## config.mk

```make
export PLATFORM = sky130hd
export DESIGN_NAME = word_memory_bank
export DESIGN_NICKNAME = d
export VERILOG_FILES = /design/src/rtl/word_memory_bank.sv
export SDC_FILE = /design/constraint.sdc
export NUM_CORES = 1
export LEC_CHECK = 0
export ABC_CLOCK_PERIOD_IN_PS = 1800
export CORE_MARGIN = 2
export CORE_UTILIZATION = 54
export DETAILED_ROUTE_END_ITERATION = 10
export GPL_ROUTABILITY_DRIVEN = 0
export PLACE_DENSITY = 0.79
export SYNTH_ARGS = -nofsm -noshare
export SYNTH_HDL_FRONTEND = slang
export SYNTH_SLANG_ARGS = --single-unit
```

## constraint.sdc

```tcl
create_clock -name clk -period 1.8 [get_ports clk]
set_input_delay 0.27 -clock clk [delete_from_list [all_inputs] [get_ports clk]]
set_output_delay 0.27 -clock clk [all_outputs]
set_load 0.02 [all_outputs]
```

## src/rtl/word_memory_bank.sv

```systemverilog
// Purpose: DEPTH x WIDTH scratch store with one write port, one registered read port and a clear sequencer.
// Latency: reads return one cycle after rd_en; a clear keeps busy high for exactly DEPTH cycles.
// Backpressure: none; writes and reads are dropped while busy, and out-of-range writes are dropped.
module word_memory_bank #(
   parameter int WIDTH  = 8,
   parameter int DEPTH  = 16,
   parameter int ADDR_W = 4
) (
   input  logic              clk,
   input  logic              rst_n,
   input  logic              wr_en,
   input  logic [ADDR_W-1:0] wr_addr,
   input  logic [WIDTH-1:0]  wr_data,
   input  logic              rd_en,
   input  logic [ADDR_W-1:0] rd_addr,
   output logic [WIDTH-1:0]  rd_data,
   output logic              rd_valid,
   input  logic              clear,
   output logic              busy
);

   typedef enum logic {IDLE, CLEAR} state_t;

   // The bound is one bit wider than the address so DEPTH == 2**ADDR_W still compares correctly.
   localparam logic [ADDR_W:0]   DEPTH_X = (ADDR_W+1)'(DEPTH);
   localparam logic [ADDR_W-1:0] LAST    = ADDR_W'(DEPTH-1);

   state_t            state;
   logic [ADDR_W-1:0] cnt;
   logic [WIDTH-1:0]  mem [DEPTH];
   logic              wr_ok;
   logic              rd_ok;

   assign wr_ok = ({1'b0, wr_addr} < DEPTH_X);
   assign rd_ok = ({1'b0, rd_addr} < DEPTH_X);

   // Clear sequencer: walks cnt across every word once, then returns to IDLE.
   always_ff @(posedge clk or negedge rst_n) begin
      if (!rst_n) begin
         state <= IDLE;
         cnt   <= '0;
         busy  <= 1'b0;
      end else begin
         case (state)
            IDLE: begin
               cnt <= '0;
               if (clear) begin
                  state <= CLEAR;
                  busy  <= 1'b1;
               end
            end
            CLEAR: begin
               if (cnt == LAST) begin
                  state <= IDLE;
                  busy  <= 1'b0;
                  cnt   <= '0;
               end else begin
                  cnt <= cnt + 1'b1;
               end
            end
            default: begin
               state <= IDLE;
               busy  <= 1'b0;
               cnt   <= '0;
            end
         endcase
      end
   end

   // Array update: the clear sequencer owns the array while running; otherwise in-range writes land.
   always_ff @(posedge clk or negedge rst_n) begin
      if (!rst_n) begin
         for (int i = 0; i < DEPTH; i++) begin
            mem[i] <= '0;
         end
      end else if (state == CLEAR) begin
         mem[cnt] <= '0;
      end else if (wr_en && wr_ok) begin
         mem[wr_addr] <= wr_data;
      end
   end

   // Registered read: write-first on an address collision, zero for out-of-range addresses.
   always_ff @(posedge clk or negedge rst_n) begin
      if (!rst_n) begin
         rd_data  <= '0;
         rd_valid <= 1'b0;
      end else begin
         rd_valid <= 1'b0;
         if (state == IDLE && rd_en) begin
            rd_valid <= 1'b1;
            if (!rd_ok) begin
               rd_data <= '0;
            end else if (wr_en && wr_addr == rd_addr) begin
               rd_data <= wr_data;
            end else begin
               rd_data <= mem[rd_addr];
            end
         end
      end
   end

endmodule

```

# Yosys cells after proc, flatten, opt, wreduce, memory -nomap -nowiden
# Index checks and enable logic that the tools add are counted.
totals:
  regBits: 143
  input_bits: 21
  out_inout_bits: 10
  wordCells: 63
classes:
  add_sub_neg: 1
  n_lt_le_gt_ge: 5
  n_eq_ne: 4
  muxes: 20
  bitwise_logic: 6
  n_reduce_logical: 6
op_table:
  columns: ["op", "n"]
  rows:
  - ["two-way mux 128 bit", 2]
  - ["bitwise AND 128 bit", 1]
  - ["bitwise mux 128 bit", 1]
  - ["NOT 128 bit", 1]
  - ["demux 8 bit (select 4 bit)", 2]
  - ["two-way mux 8 bit", 5]
  - ["binary-select mux 8 bit (select 4 bit)", 1]
  - [">= comparator 5 bit (second input constant)", 3]
  - ["NOT 4 -> 5 bit", 3]
  - ["less-than comparator 5 x 1 -> 1 bit (second input constant)", 2]
  - ["case mux 4 bit (2 select lines)", 1]
  - ["two-way mux 1 bit", 5]
  - ["adder 4 x 1 -> 4 bit (second input constant)", 1]
  - ["equality test 4 bit", 1]
  - ["equality test 4 bit (second input constant)", 1]
  - ["logical AND 1 bit", 4]
  - ["two-way mux 4 bit", 1]
  - ["case mux 1 bit (2 select lines)", 2]
  - ["inequality test 2 x 1 -> 1 bit (second input constant)", 1]
  - ["inequality test 2 bit (second input constant)", 1]
  - ["AND reduction 2 bit", 1]
  - ["nonzero test 2 bit", 1]
  - ["NOT 1 bit", 1]

# Logic depth before layout (Yosys ltp)
# Gate-level depths: netlist (run 1).
depth:
  word_depth: 8
  mapped_depth: 6
  ltp_nobuf: 5

# Worst setup path before layout (run 1)
# No wires, ideal clock.
synth_timing:
  path_type: "reg-to-reg"
  start: "register state"
  end: "register mem[120] (netlist name)"
  setup_time_ns: 0.121
  arrival_ns: 1.612
  t_required_ns: 1.679
  setup_slack_ns: 0.067
  path_stages_with_launch: 6
  n_path_buf: 1
  period_less_slack_ns: 1.733
  cell_sequence: "dfrtp_1 > or4b_1 > buf_6 > nor3_4 > a21oi_2 > a22o_1"
synth_via:
  elab_chain_cells: 1
synth_rtl:
  columns: ["item", "line_no", "source"]
  rows:
  - ["start, declared", "28", "state_t state;"]
  - ["start signal, assigned", "40", "state <= IDLE;"]
  - ["start signal, assigned", "48", "state <= CLEAR;"]
  - ["start signal, assigned", "54", "state <= IDLE;"]
  - ["two-way mux 128 bit / nonzero test 2 bit (equally long branches)", null, null]
  - ["end signal, assigned by index", "79", "mem[wr_addr] <= wr_data;"]
  - ["end, declared", "30", "logic [WIDTH-1:0] mem [DEPTH];"]
# Parallel ways exist; a longest one is shown, timed or not.
# A chain may end at the register's enable or synchronous reset.

# Worst setup path after layout (run 1)
layout_timing:
  start: "register state"
  end: "register mem[58] (netlist name)"
# Same word-level chain as after synthesis.

==> impl_metrics.sql, run 1 <==
INSERT INTO impl_metrics (metric_group, metric, value, unit) VALUES
('yosys', 'synth-edff-count', '0', ''),
('clocking', 'clkLatencyLatePin', '0.43', 'ns'),
('timing', 'fin_crit_sh', '99.6', '%'),
('yosys', 'synth_area', '6460', 'um^2'),
('timing', 'unrepaired_setup_endpoints_after_global_routing', 'yes', ''),
('cells_and_area', 'insertedDiodeCount', '0', ''),
('clocking', 'numCtsBuffers', '17', ''),
('yosys', 'synth_area_per_cell', '13.8', 'um^2'),
('cells_and_area', 'nets_finish', '566', ''),
('detailed_routing', 'vias', '4725', ''),
('setup_path', 'critical_path.max_fanout', '8', ''),
('timing', 'finalClockSkew', '0.00788', 'ns'),
('setup_path', 'setup.worst_path.class', 'reg -> reg', ''),
('setup_path', 'critical_path.top_delay_family', 'simple AND/OR/NAND/NOR gates', ''),
('clocking', 'clock-sinks', '143', ''),
('setup_path', 'worst-endpoint-required', '2.16', 'ns'),
('setup_path', 'critical_path.startpoint_type', 'flop', ''),
('setup_path', 'worst_setup_path_end_kind', 'flop', ''),
('cells_and_area', 'area.growth.synth_to_final', '23.6', '%'),
('yosys', 'synthArstFlopShare', '100', '%'),
('placement', 'port_buffers', '30', ''),
('timing', 'finalHoldViolations', '0', ''),
('detailed_routing', 'detail_route.iter0.violations', '602', ''),
('floorplan', 'floorplan.initialDensity', '55.9', '%'),
('detailed_routing', 'detail_route.wl_per_cell', '25.7', 'um'),
('global_route', 'global_route_total_usage_across_every_layer', '30.2', '%'),
('floorplan', 'chipHeight', '113', 'um'),
('yosys', 'netlist_instances', '468', ''),
('timing', 'worstMarginPinSlew', '0.613', 'ns'),
('floorplan', 'die_w', '113', 'um'),
('detailed_routing', 'drt_pass1_iterations', '5', ''),
('yosys', 'synth-seq-area-share', '55.4', '%'),
('yosys', 'synth.lib_cells_used.distinct', '35', ''),
('run', 'maxCapViolations', '0', ''),
('yosys', 'mappedNetlistNets', '495', ''),
('global_route', 'grt_pass1_vias', '5157', ''),
('min_path', 'hold_path_class', 'in -> async', ''),
('yosys', 'synth_seq_cells', '143', ''),
('yosys', 'synth-warning-count', '0', ''),
('timing', 'setup_tns', '0', 'ns'),
('timing', 'slew_margin_rel', '59.1', '%'),
('detailed_routing', 'detail-route-antenna-nets', '0', ''),
('clocking', 'cts_max_path_buffers', '2', ''),
('global_route', 'grt_first_pass_wirelength', '28800', 'um'),
('timing', 'setup_viol', '0', ''),
('power_and_ir_drop', 'vdd.ir_drop.worst', '0.000862', 'V'),
('clocking', 'clock_tree.root_cell', 'clkbuf_16', ''),
('global_route', 'grt_max_degree', '58', ''),
('timing', 'max_freq', '0.558', 'GHz'),
('floorplan', 'floorplan.core_area', '11600', 'um^2'),
('floorplan', 'fp.dieArea', '12900', 'um^2'),
('detailed_routing', 'viasPerCell', '6.80', ''),
('yosys', 'synth_top_cell_by_area', 'dfrtp_1', ''),
('global_route', 'overflow', '0', ''),
('cells_and_area', 'drive_above_1_share', '27.9', '%'),
('placement', 'dp.final_hpwl', '11400', 'um'),
('setup_path', 'timing.critical_path.cells', 'or4b_4 > nor2_4 > buf_4 > buf_4 > a22o_1', ''),
('yosys', 'post_synth_main_area_contributors', 'dfrtp_1 55%, a22o_1 20%, mux4_2 11%, ha_1 1.2%, a21oi_1 1.1%', ''),
('timing', 'finalHoldWorstSlack', '0.320', 'ns'),
('setup_path', 'timing.critical_path.slowest_stage_cell', 'or4b_4', ''),
('floorplan', 'placementRows', '39', ''),
('detailed_routing', 'drt_wl_total', '17800', 'um'),
('yosys', 'dominantRegCellSynth', 'dfrtp_1', ''),
('clocking', 'clock_tree.htree_level_count', '4', ''),
('yosys', 'synth.most_common_cell', 'a22o_1', ''),
('setup_path', 'timing.critical_path.buf_inv', '2', ''),
('clocking', 'cts_tree', 'yes', ''),
('yosys', 'post-synth-top-area-fraction', '55.4', '%'),
('cells_and_area', 'stdcell_area', '7990', 'um^2'),
('placement', 'placedInstanceArea', '7310', 'um^2'),
('power_and_ir_drop', 'power.static_leakage', '3.69', 'nW'),
('status', 'run_status', 'finished, final reports clean', ''),
('timing', 'period_minus_slack', '1.79', 'ns'),
('timing', 'finalMaxSlewViolations', '0', ''),
('setup_path', 'crit_path_max_incr_delay', '0.65', 'ns'),
('setup_path', 'worst_ep_arrival_time', '2.15', 'ns'),
('detailed_routing', 'route.detailed.drc', '0', ''),
('yosys', 'synth_top_cells_by_count', '144 x a22o_1, 143 x dfrtp_1, 32 x mux4_2', ''),
('global_route', 'grt_antenna_before_repair', '1', ''),
('setup_path', 'cp_most_frequent_cell', 'buf_4', ''),
('floorplan', 'io_pins', '31', ''),
('clocking', 'clock_pin_slew_of_the_registers_on_the_worst_case_setup_and_hold_paths', '0.06', 'ns'),
('power_and_ir_drop', 'cellPowerDensity', '1240', 'nW/um^2');
## registers in the layout, summed over array words and instances (netlist names)
name / flops
mem: 128
state: 1
rd_data: 8
busy: 1
rd_valid: 1
cnt: 4
## metal layers
metal	wire [um]	share of wire (%)	up-vias	track usage, %
met5	13	0.073	-	0
met4	583	3.3	2	15.3
met3	1820	10	55	11.3
met2	8360	47	282	44.6
met1	7060	40	2406	39.5
li1	-	-	1980	-
## what timing repair did
item | 4_1_cts | 5_1_grt
hold endpoints to repair | 37 | 0
hold buffers | 1 | 0
setup endpoints to repair | 31 | 74
buffers inserted | 0 | 2
gates resized for setup | 3 | 14
gates cloned | 0 | 0
pin swaps | 0 | 5
## per-stage QoR
step	util [%]	power (mW)	setup slack (ns)	instances
2_1_floorplan	-	5.33	0.0669	468
3_3_place_gp	63.2	6.13	-0.292	662
3_5_place_dp	63.2	6.21	-0.320	662
4_1_cts	68.6	9.82	0.00236	695
5_1_grt	69.1	10.3	-0.0302	695
6_report	69.1	9.88	0.00766	695
## layout by cell type, fill, tap and decap left out, types with 2 or more instances in the layout
cell / n
nor2_4: 4
a21oi_2: 11
clkbuf_16: 17
clkinv_2: 3
clkdlybuf4s50_1: 28
and2_1: 4
nor3_2: 3
nor2_1: 14
inv_1: 12
buf_4: 48
o221ai_1: 8
and3_1: 2
buf_12: 8
bufinv_16: 2
nand2_1: 11
clkinv_4: 2
nand2b_1: 3
xor2_1: 4
buf_6: 3
a22o_1: 144
a21oi_1: 7
nor2b_1: 3
mux4_2: 32
ha_1: 6
nor2_2: 6
dfrtp_1: 142
clkbuf_8: 6
## final timing paths
kind	slack, ns	cells after the start	endpoint	startpoint
setup / recovery	0.008	5	mem[58]$_DFFE_PN0P_	state$_DFF_PN0_
min in group clk	0.45	3	state$_DFF_PN0_	clear
max in group asynchronous	0.85	3	rd_data[7]$_DFFE_PN0P_	rst_n
hold reg to reg	0.49	1	mem[41]$_DFFE_PN0P_	mem[41]$_DFFE_PN0P_
hold / removal	0.32	2	mem[13]$_DFFE_PN0P_	rst_n
setup reg to reg	0.008	5	mem[58]$_DFFE_PN0P_	state$_DFF_PN0_
## cells by family (layout without fill, tap and decap cells)
kind of cell,after synthesis,count (layout),share of synthesized area [%]
compound gates,174,174,22.7
xor+xnor,5,5,0.677
fa+ha+maj,6,6,1.16
buf+inv,49,133,3.33
flops,143,143,55.4
mux,32,32,11.1
simple gates,59,59,5.63
## where the power goes
group	leakage [nW]	total [mW]	internal (mW)	switching [mW]
clock	0.307	3.56	2.26	1.30
sequential	1.98	4.09	3.72	0.368
combinational	1.41	2.23	1.02	1.22
## layout make-up
class	count	area [um^2]
clock inverters	8	101
inverters	12	45.0
flip-flops and latches	143	3580
repair buffers	89	850
clock buffers	24	512
fillers	772	3570
well taps	143	179
multi-input cells	276	2720
No activity file was read; power rests on OpenSTA's default activity.
==> inputs of run 2 (changes only) <==
ABC_AREA = 1   (was not set)
CORE_UTILIZATION = 55   (was 54)
PLACE_DENSITY = 0.8   (was 0.79)
==> run 2 against run 1 <==
Compared with the run above: sequential power is 4% higher; largest power group unchanged; global-route usage up 1.9 points; clock skew up 0.0012 ns; core utilization shrank 1.7 points; die area rose by 5.8%; synthesized cell count up 80%; power up 12%; hold slack got worse by 0.0099 ns; clock power grew 12%; largest cell class unchanged; sequential cell count unchanged; sequential share of layout area is 2.4 points lower; register-to-register slack improved by 0.29 ns.
==> impl_metrics.sql, run 2 <==
INSERT INTO impl_metrics (metric_group, metric, value, unit) VALUES
('status', 'run_status', 'finished, final reports clean', ''),
('floorplan', 'io_pins', '31', ''),
('timing', 'period_minus_slack', '1.71', 'ns'),
('cells_and_area', 'finalCoreUtilization', '67.4', '%'),
('power_and_ir_drop', 'seq_power_share', '38.2', '%'),
('power_and_ir_drop', 'p_clk_share', '35.8', '%'),
('detailed_routing', 'detail_route.iter0.violations', '881', ''),
('yosys', 'netlist_instances', '844', ''),
('timing', 'slew_margin_rel', '71.4', '%'),
('min_path', 'hold_path_class', 'in -> async', ''),
('clocking', 'clock_tree.htree_level_count', '4', ''),
('clocking', 'clock_pin_slew_of_the_registers_on_the_worst_case_setup_and_hold_paths', '0.06', 'ns'),
('yosys', 'synth-edff-count', '0', ''),
('yosys', 'dominantRegCellSynth', 'dfrtp_1', ''),
('timing', 'finalClockSkew', '0.00905', 'ns'),
('detailed_routing', 'route.detailed.drc', '0', ''),
('yosys', 'synth-seq-area-share', '51.3', '%'),
('setup_path', 'worst_setup_path_end_kind', 'output port', ''),
('timing', 'max_freq', '0.584', 'GHz'),
('detailed_routing', 'drt_pass1_iterations', '5', ''),
('clocking', 'clock_tree.root_cell', 'clkbuf_16', ''),
('setup_path', 'cp_num_cells', '1', ''),
('timing', 'setup_tns', '0', 'ns'),
('detailed_routing', 'drt_wl_total', '20300', 'um'),
('timing', 'worstMarginPinSlew', '0.429', 'ns'),
('power_and_ir_drop', 'power.combinational.fraction', '26.0', '%'),
('yosys', 'synth_compound_gate_area_share', '12.1', '%'),
('timing', 'fin_crit_sh', '95.2', '%'),
('yosys', 'post_synth_main_area_contributors', 'dfrtp_1 51%, o22ai_1 11%, nand2_1 9.5%, nand3_1 9.2%, inv_1 8.3%', ''),
('detailed_routing', 'detail_route.wl_per_cell', '18.6', 'um'),
('placement', 'port_buffers', '30', ''),
('setup_path', 'worst_ep_arrival_time', '1.44', 'ns'),
('yosys', 'synth_top_cells_by_count', '176 x nand2_1, 154 x inv_1, 143 x dfrtp_1', ''),
('yosys', 'synth-warning-count', '0', ''),
('setup_path', 'worst_setup_path_startpoint', 'rd_data[5]$_DFFE_PN0P_', ''),
('setup_path', 'critical_path.startpoint_type', 'flop', ''),
('yosys', 'synth_seq_cells', '143', ''),
('setup_path', 'worst-endpoint-required', '1.53', 'ns'),
('cells_and_area', 'biggestRegsByFlops', 'mem (128), rd_data (8), cnt (4)', ''),
('floorplan', 'fp.dieArea', '13600', 'um^2'),
('yosys', 'post-synth-top-area-fraction', '51.3', '%'),
('yosys', 'synth_area_per_cell', '8.27', 'um^2'),
('yosys', 'mappedNetlistNets', '871', ''),
('global_route', 'grt_first_pass_wirelength', '32600', 'um'),
('clocking', 'clkLatencyLatePin', '0.43', 'ns'),
('cells_and_area', 'nets_finish', '935', ''),
('power_and_ir_drop', 'switching_share', '31.4', '%'),
('cells_and_area', 'stdcell_area', '8440', 'um^2'),
('timing', 'finalWorstSetupSlack', '0.0870', 'ns'),
('detailed_routing', 'viasPerCell', '5.80', ''),
('setup_path', 'reg2reg_depth', '6', ''),
('run', 'maxCapViolations', '0', ''),
('setup_path', 'crit_path_max_incr_delay', '0.62', 'ns'),
('clocking', 'post-cts-setup-buffer-count', '0', ''),
('cells_and_area', 'flip_flop_count_of_the_largest_register_all_copies_and_words_added', '128', ''),
('cells_and_area', 'drive_above_1_share', '13.4', '%'),
('timing', 'finalHoldViolations', '0', ''),
('power_and_ir_drop', 'cellPowerDensity', '1320', 'nW/um^2'),
('clocking', 'post_cts_resize_count', '0', ''),
('placement', 'dpl_worst_slack', '-0.0315', 'ns'),
('yosys', 'synthSimpleGateAreaFrac', '24.3', '%'),
('global_route', 'grt_antenna_before_repair', '0', ''),
('clocking', 'cts_tree', 'yes', ''),
('floorplan', 'floorplan.core_area', '12500', 'um^2'),
('setup_path', 'critical_path.top_delay_family', 'buffers and inverters', ''),
('timing', 'finalMaxSlewViolations', '0', ''),
('yosys', 'synth_top_cell_by_area', 'dfrtp_1', ''),
('yosys', 'fraction_of_synthesized_cell_area_in_xor_and_xnor_cells', '0.251', '%'),
('placement', 'placedInstanceArea', '7770', 'um^2'),
('global_route', 'overflow', '0', ''),
('clocking', 'cts_max_path_buffers', '2', ''),
('clocking', 'numCtsBuffers', '17', ''),
('setup_path', 'r2r-start', 'state$_DFF_PN0_', ''),
('detailed_routing', 'vias', '6334', ''),
('yosys', 'synth_adder_area_share', '1.08', '%'),
('power_and_ir_drop', 'vdd.ir_drop.worst', '0.000943', 'V'),
('placement', 'place.detailed.instances', '1060', ''),
('timing', 'setup_viol', '0', ''),
('cells_and_area', 'area.growth.synth_to_final', '20.9', '%'),
('yosys', 'muxShareOfSynthArea', '0', '%'),
('setup_path', 'timing.critical_path.buf_inv', '1', ''),
('setup_path', 'timing.critical_path.slowest_stage_cell', 'clkdlybuf4s50_1', ''),
('yosys', 'synth.lib_cells_used.distinct', '26', ''),
('power_and_ir_drop', 'power.static_leakage', '4.28', 'nW'),
('detailed_routing', 'detail-route-antenna-nets', '0', ''),
('setup_path', 'setup.worst_path.class', 'reg -> out', ''),
('yosys', 'synth_top_family_by_area', 'simple AND/OR/NAND/NOR gates', ''),
('clocking', 'clock-sinks', '143', ''),
('placement', 'dp.final_hpwl', '13200', 'um'),
('global_route', 'global_route_total_usage_across_every_layer', '32.0', '%'),
('setup_path', 'critical_path.max_fanout', '2', ''),
('cells_and_area', 'insertedDiodeCount', '0', ''),
('timing', 'unrepaired_setup_endpoints_after_global_routing', 'no', ''),
('setup_path', 'timing.critical_path.cells', 'clkdlybuf4s50_1', ''),
('cells_and_area', 'layout.cells.most_common', 'nand2_1', ''),
('floorplan', 'floorplan.initialDensity', '55.8', '%'),
('cells_and_area', 'finish.cell_count_without_fillers', '1093', ''),
('cells_and_area', 'num-fill-cells', '1016', ''),
('floorplan', 'placementRows', '41', ''),
('power_and_ir_drop', 'power_report.internal_total', '7.63', 'mW'),
('global_route', 'grt_pass1_vias', '6231', ''),
('yosys', 'synthArstFlopShare', '100', '%'),
('clocking', 'postCtsHoldBufs', '1', ''),
('cells_and_area', 'final_cell_mix', '176 x nand2_1, 153 x inv_1, 143 x dfrtp_1', ''),
('power_and_ir_drop', 'power_switching', '3.49', 'mW'),
('yosys', 'synth_area', '6980', 'um^2'),
('yosys', 'synth.most_common_cell', 'nand2_1', ''),
('floorplan', 'chipHeight', '117', 'um'),
('timing', 'finalHoldWorstSlack', '0.310', 'ns'),
('floorplan', 'die_w', '117', 'um'),
('power_and_ir_drop', 'totalPowerFinal', '11.1', 'mW'),
('cells_and_area', 'top_register', 'mem', ''),
('global_route', 'grt_max_degree', '65', '');
[run 2: cell families after synthesis]
group,Yosys count
buffers and inverters,193
and+or+nand+nor,365
DFF,143
adders and majority gates,6
AOI/OAI and AO/OA,135
xor gates and xnor gates,2
[run 2: power by group through the flow]
stage	clock [mW]	sequential, mW	combinational (mW)
floorplan	0	4.36	1.73
global placement	0	4.27	2.74
detailed placement	0	4.30	2.79
CTS	3.99	4.25	2.84
global route	4.15	4.33	3.20
finish	3.98	4.25	2.89
[run 2: layer usage]
layer  global-route usage, %  vias up  share of wire [%]
li1                        -     2903                  -
met3                    7.52       86                9.7
met5                       0        -                  0
met2                    48.7      378                 46
met1                    42.7     2967                 40
met4                    17.6        0                4.8
[run 2: worst paths after layout]
check / endpoint / slack, ns
worst max-delay path: rd_data[5] / 0.09
worst min-delay path: cnt[1]$_DFF_PN0_ / 0.31
worst max register to register: mem[12]$_DFFE_PN0P_ / 0.30
worst min register to register: rd_data[3]$_DFFE_PN0P_ / 0.50
max in group asynchronous: mem[51]$_DFFE_PN0P_ / 0.73
min in group clk: busy$_DFFE_PN0P_ / 0.40
[run 2: layout make-up]
class                   instances  area (um^2)  area share, %
flip-flops and latches        143         3580           42.4
multi-input cells             508         2630           31.2
repair buffers                 82          764           9.06
inverters                     156          591           7.00
clock buffers                  20          447           5.29
well taps                     172          215           2.55
clock inverters                12          214           2.53
